### src/rtl/tdm_demux_8ch_if.sv
// Bus between a TDM word source and the 8-channel demultiplexer:
// the multiplexed input stream plus the per-channel outputs and framing status.
interface tdm_demux_8ch_if #(
  parameter int W = 4
);
  logic [W-1:0] din;
  logic         din_valid;
  logic         sync;
  logic [W-1:0] o0, o1, o2, o3, o4, o5, o6, o7;
  logic [2:0]   slot;
  logic         locked;
  logic         frame_valid;
  logic         sync_err;

  modport master (
    output din, din_valid, sync,
    input  o0, o1, o2, o3, o4, o5, o6, o7, slot, locked, frame_valid, sync_err
  );

  modport slave (
    input  din, din_valid, sync,
    output o0, o1, o2, o3, o4, o5, o6, o7, slot, locked, frame_valid, sync_err
  );
endinterface

### src/rtl/tdm_demux_8ch.sv
// 8-slot TDM demultiplexer: collects a frame in shadow registers and publishes
// all eight channels together on frame completion; re-hunts on a missing sync.
module tdm_demux_8ch #(
  parameter int W = 4
) (
  input  logic clk,
  input  logic rst,
  tdm_demux_8ch_if.slave bus
);
  typedef enum logic {HUNT, LOCKED} state_t;

  state_t       state_reg;
  logic [2:0]   slot_reg;
  logic [W-1:0] sh_reg [0:6];
  logic [W-1:0] o_reg  [0:7];
  logic         frame_valid_reg;
  logic         sync_err_reg;

  always_ff @(posedge clk) begin
    if (rst) begin
      state_reg       <= HUNT;
      slot_reg        <= 3'd0;
      frame_valid_reg <= 1'b0;
      sync_err_reg    <= 1'b0;
      for (int k = 0; k < 7; k++) sh_reg[k] <= '0;
      for (int k = 0; k < 8; k++) o_reg[k] <= '0;
    end else begin
      frame_valid_reg <= 1'b0;
      sync_err_reg    <= 1'b0;
      if (bus.din_valid) begin
        case (state_reg)
          HUNT: begin
            if (bus.sync) begin
              sh_reg[0] <= bus.din;
              slot_reg  <= 3'd1;
              state_reg <= LOCKED;
            end
          end
          LOCKED: begin
            if (slot_reg == 3'd0) begin
              if (bus.sync) begin
                sh_reg[0] <= bus.din;
                slot_reg  <= 3'd1;
              end else begin
                sync_err_reg <= 1'b1;
                slot_reg     <= 3'd0;
                state_reg    <= HUNT;
              end
            end else if (bus.sync) begin
              // Early sync restarts the frame; the partial frame is simply overwritten.
              sync_err_reg <= 1'b1;
              sh_reg[0]    <= bus.din;
              slot_reg     <= 3'd1;
            end else if (slot_reg == 3'd7) begin
              for (int k = 0; k < 7; k++) o_reg[k] <= sh_reg[k];
              o_reg[7]        <= bus.din;
              slot_reg        <= 3'd0;
              frame_valid_reg <= 1'b1;
            end else begin
              for (int k = 1; k < 7; k++) begin
                if (slot_reg == 3'(k)) sh_reg[k] <= bus.din;
              end
              slot_reg <= slot_reg + 3'd1;
            end
          end
          default: state_reg <= HUNT;
        endcase
      end
    end
  end

  assign bus.o0          = o_reg[0];
  assign bus.o1          = o_reg[1];
  assign bus.o2          = o_reg[2];
  assign bus.o3          = o_reg[3];
  assign bus.o4          = o_reg[4];
  assign bus.o5          = o_reg[5];
  assign bus.o6          = o_reg[6];
  assign bus.o7          = o_reg[7];
  assign bus.slot        = slot_reg;
  assign bus.locked      = (state_reg == LOCKED);
  assign bus.frame_valid = frame_valid_reg;
  assign bus.sync_err    = sync_err_reg;
endmodule

### src/flat_wrapper.sv
// flat-port wrapper written by rule: the top's interface ports become plain ports
module tdm_demux_8ch_flat 
#(
  parameter int W = 4
)
  (clk, rst, bus_din, bus_din_valid, bus_sync, bus_o0, bus_o1, bus_o2, bus_o3, bus_o4, bus_o5, bus_o6, bus_o7, bus_slot, bus_locked, bus_frame_valid, bus_sync_err);
  tdm_demux_8ch_if #(.W(W)) bus_i ();
  input  logic clk;
  input  logic rst;
  input wire logic [$bits(bus_i.din)-1:0] bus_din;
  input wire logic [$bits(bus_i.din_valid)-1:0] bus_din_valid;
  input wire logic [$bits(bus_i.sync)-1:0] bus_sync;
  output wire logic [$bits(bus_i.o0)-1:0] bus_o0;
  output wire logic [$bits(bus_i.o1)-1:0] bus_o1;
  output wire logic [$bits(bus_i.o2)-1:0] bus_o2;
  output wire logic [$bits(bus_i.o3)-1:0] bus_o3;
  output wire logic [$bits(bus_i.o4)-1:0] bus_o4;
  output wire logic [$bits(bus_i.o5)-1:0] bus_o5;
  output wire logic [$bits(bus_i.o6)-1:0] bus_o6;
  output wire logic [$bits(bus_i.o7)-1:0] bus_o7;
  output wire logic [$bits(bus_i.slot)-1:0] bus_slot;
  output wire logic [$bits(bus_i.locked)-1:0] bus_locked;
  output wire logic [$bits(bus_i.frame_valid)-1:0] bus_frame_valid;
  output wire logic [$bits(bus_i.sync_err)-1:0] bus_sync_err;
  assign bus_i.din = bus_din;
  assign bus_i.din_valid = bus_din_valid;
  assign bus_i.sync = bus_sync;
  assign bus_o0 = bus_i.o0;
  assign bus_o1 = bus_i.o1;
  assign bus_o2 = bus_i.o2;
  assign bus_o3 = bus_i.o3;
  assign bus_o4 = bus_i.o4;
  assign bus_o5 = bus_i.o5;
  assign bus_o6 = bus_i.o6;
  assign bus_o7 = bus_i.o7;
  assign bus_slot = bus_i.slot;
  assign bus_locked = bus_i.locked;
  assign bus_frame_valid = bus_i.frame_valid;
  assign bus_sync_err = bus_i.sync_err;
  tdm_demux_8ch #(.W(W)) u_core (.clk(clk), .rst(rst), .bus(bus_i));
endmodule
### config.mk
export PLATFORM = sky130hd
export DESIGN_NAME = tdm_demux_8ch_flat
export DESIGN_NICKNAME = d
export VERILOG_FILES = /design/src/rtl/tdm_demux_8ch_if.sv /design/src/rtl/tdm_demux_8ch.sv /design/src/flat_wrapper.sv
export SDC_FILE = /design/constraint.sdc
export NUM_CORES = 1
export LEC_CHECK = 0
export ABC_AREA = 1
export CORE_MARGIN = 5
export CORE_UTILIZATION = 36
export CTS_BUF_LIST = sky130_fd_sc_hd__clkbuf_4 sky130_fd_sc_hd__clkbuf_8 sky130_fd_sc_hd__clkbuf_16
export DETAILED_ROUTE_END_ITERATION = 10
export DONT_BUFFER_PORTS = 1
export SLEW_MARGIN = 40
export SYNTH_ARGS = -nofsm -noshare
export SYNTH_HDL_FRONTEND = slang
export SYNTH_SLANG_ARGS = --single-unit
### constraint.sdc
create_clock -name clk -period 2 [get_ports clk]
set_input_delay 0.3 -clock clk [delete_from_list [all_inputs] [get_ports clk]]
set_output_delay 0.3 -clock clk [all_outputs]
set_load 0.01 [all_outputs]
==> impl_metrics.csv, run 1 <==
group,metric,value,unit
grt,first_global_vias,1388,
setup_path,critPathArrivalTime,1.90,ns
setup_path,worstSetupPathType,"flip-flop to flip-flop",
clock_tree,postCtsSetupBuffers,0,
yosys,postSynthCellCount,227,
sta,finalWorstPathRequiredPeriod,1.87,ns
yosys,yosysTopAreaCell,"edfxtp_1",
sta,setup_viol,0,
cells_and_area,diodes,0,
sta,finalMaxSlewViolations,0,
placed_design,place_inst,327,
pwr,power.leakage,1.21,nW
detailed_routing,drt-total-wl,4.44,mm
detailed_routing,antenna_left,0,
pwr,switching_power,0.000603,W
clock_tree,clk_pin_slew,0.07,ns
clock_tree,cts_buffers,9,
yosys,syn_nets,242,
yosys,ys_seq_area_share,71.1,%
cells_and_area,syn_to_final_growth,12.9,%
grt,grt_pass1_wl,7.27,mm
clock_tree,clockBufferDepth,2,
sta,fin_skew,0.0138,ns
sta,min_period_over_period,93.4,%
yosys,ys_top_cells_by_area,"edfxtp_1, nor2_1, inv_1",
placed_design,dp.final_hpwl,3.13,mm
cells_and_area,largest_reg_flops,32,
cells_and_area,fin_nets,256,
clock_tree,cts_tree,"yes",
setup_path,worst_ep_required_time,2.03,ns
floorplanning,io_pins,46,
cells_and_area,nFillCells,711,
yosys,yosysTopAreaCellShare,66.7,%
setup_path,start_kind,"flip-flop",
floorplanning,initial_core_util,37.0,%
yosys,avgSynthCellArea,11.9,um^2
grt,grt_max_degree,26,
yosys,yosysUniqueCellTypes,19,
cells_and_area,drive_gt1_share,19.9,%
sta,relSlewSlack,73.1,%
floorplanning,die_x,96.6,um
floorplanning,die_y,96.6,um
worst_hold_path,hold_path_class,"input pin to flip-flop",
detailed_routing,first_iter_violations,93,
pwr,ir_worst_vdd,0.000271,V
status,status,"finished, final reports clean",
placed_design,gp_congestion,0.751,
clock_tree,cts_num_sinks,66,
pwr,power.internal,0.00210,W
cells_and_area,seqCellArea,1920,um^2
sta,worst_hold_slack,0.0361,ns
detailed_routing,via_per_inst,4.24,
job,maxCapViolCount,0,
placed_design,numPortBuffers,0,
clock_tree,clk-insertion-delay-late,0.34,ns
cells_and_area,multi_input_area,576,um^2
floorplanning,core-area,7290,um^2
sta,setup_tns,0,ns
setup_path,end_kind,"flip-flop",
sta,worst_slew_pin_slew,0.404,ns
floorplanning,die-area,9340,um^2
yosys,synth-seq-cells,66,
grt,grt_overflow,0,
clock_tree,clockRootBuffer,"clkbuf_8",
cells_and_area,final_core_util,41.8,%
yosys,netlist_area,2700,um^2
sta,fmax,535,MHz
grt,globalRouteTotalUtil,10.1,%
detailed_routing,vias,1463,
pwr,switching_share,22.3,%
cells_and_area,final_cells,345,
pwr,finalPower,0.00271,W
grt,antenna_found_initial,0,
sta,hold_violations,0,
floorplanning,rows,31,
setup_path,path_max_fanout,11,
sta,grt_setup_unrepaired,"false",
pwr,power.density,887,nW/um^2
detailed_routing,drt-pass1-iter-count,4,
pwr,p_seq_share,59.1,%
pwr,power.share.clock,37.1,%
pwr,comb_power_share,3.9,%
yosys,ys_warn_count,0,
detailed_routing,wl_per_cell,12.9,um
detailed_routing,drc_errors,0,
clock_tree,htree_levels,3,
metal layers:
metal	track usage, %	part of all wire, %	vias up
met5	0	0	-
met4	5.29	2.3	0
met3	5.76	6.6	8
met2	15.3	47	40
met1	11.3	44	665
li1	-	-	750
stage by stage:
step           cell area, um^2  setup WS (ns)
3_5_place_dp              2840          0.147
3_3_place_gp              2840          0.209
5_1_grt                   3050        0.00574
4_1_cts                   3020          0.127
6_report                  3050          0.132
2_1_floorplan             2700         0.0574
area by class of cell:
| class | instances | share of cell area [%] |
|---|---|---|
| Multi-Input combinational cell | 110 | 18.9 |
| Timing Repair Buffer | 6 | 2.05 |
| Inverter | 48 | 6.03 |
| Sequential cell | 66 | 63.0 |
| Clock buffer | 12 | 5.01 |
| Clock inverter | 4 | 0.944 |
| Tap cell | 99 | 4.06 |
cells by family (layout without fill, tap and decap cells):
group / count (synthesis) / in the layout / synth area share [%]
simple gates: 100 / 100 / 17.2
flops: 66 / 66 / 71.1
buf+inv: 51 / 70 / 7.83
fa+ha+maj: 7 / 7 / 3.24
compound gates: 3 / 3 / 0.602
cell usage in the layout (no fill, tap or decap):
cell type      instances
buf_4                  3
nor3_1                 1
clkinv_4               1
nand2_4                1
clkbuf_4               2
nor3_2                 1
ha_1                   7
dfxtp_1                6
inv_4                  1
clkbuf_8              10
inv_2                  2
clkinvlp_4             2
edfxtp_1              60
nand2_2                3
nand2_1               17
nand3_1               10
inv_1                 44
a21oi_1                2
nor2_1                47
a31oi_1                1
buf_12                 1
dlygate4sd3_1          2
nand3_4                1
nor2_2                19
clkinv_2               2
cell usage after synthesis (all sizes together):
library cell,number
nor2,66
edfxtp,60
inv,47
nand2,21
nand3,11
ha,7
dfxtp,6
buf,3
a21oi,2
nor3,2
a31oi,1
clkinv,1
worst max-delay path, cell delays in order (launching register included):
cell and delay (ns):
dfxtp_1 0.43, ha_1 0.21, ha_1 0.25, inv_1 0.06, nor2_1 0.20, nand2_1 0.11, nand2_2 0.10, buf_4 0.20
power groups by stage:
stage / clock network, W / logic, W / registers (W)
6_report: 0.00100 / 0.000105 / 0.00160
5_1_grt: 0.00110 / 0.000120 / 0.00160
2_1_floorplan: 0 / 0.0000728 / 0.00162
3_5_place_dp: 0 / 0.000102 / 0.00163
3_3_place_gp: 0 / 0.000102 / 0.00163
4_1_cts: 0.00103 / 0.000103 / 0.00160
what timing repair did:
item	CTS	global route
endpoints found under the setup margin	0	4
endpoints found under the hold margin	0	1
resized for setup	0	1
hold buffers	0	2
path summary, 6_finish.rpt:
kind         slack (ns)                               from                               end  cells past startpoint
max                0.13    u_core.bus.slot[0]$_SDFFE_PP0P_  u_core.o_reg[0][0]$_SDFFCE_PN0P_                      7
min                0.04                                rst   u_core.bus.slot[0]$_SDFFE_PP0P_                      1
max reg2reg        0.13    u_core.bus.slot[0]$_SDFFE_PP0P_  u_core.o_reg[0][0]$_SDFFCE_PN0P_                      7
min reg2reg        0.55  u_core.sh_reg[1][2]$_SDFFCE_PN0P_  u_core.o_reg[0][6]$_SDFFCE_PN0P_                      2
Power figures use the tool's default switching activity.
==> inputs of run 2 (changes only) <==
Settings changed: SETUP_SLACK_MARGIN set to 0.02.
==> results of run 2 <==
The final DEF is identical to that of run 1. Status: finished, final reports clean.
==> inputs of run 3 (changes only) <==
Settings changed: SLEW_MARGIN 40 to 10.
==> results of run 3 <==
The final DEF is identical to that of run 1. Status: finished, final reports clean.
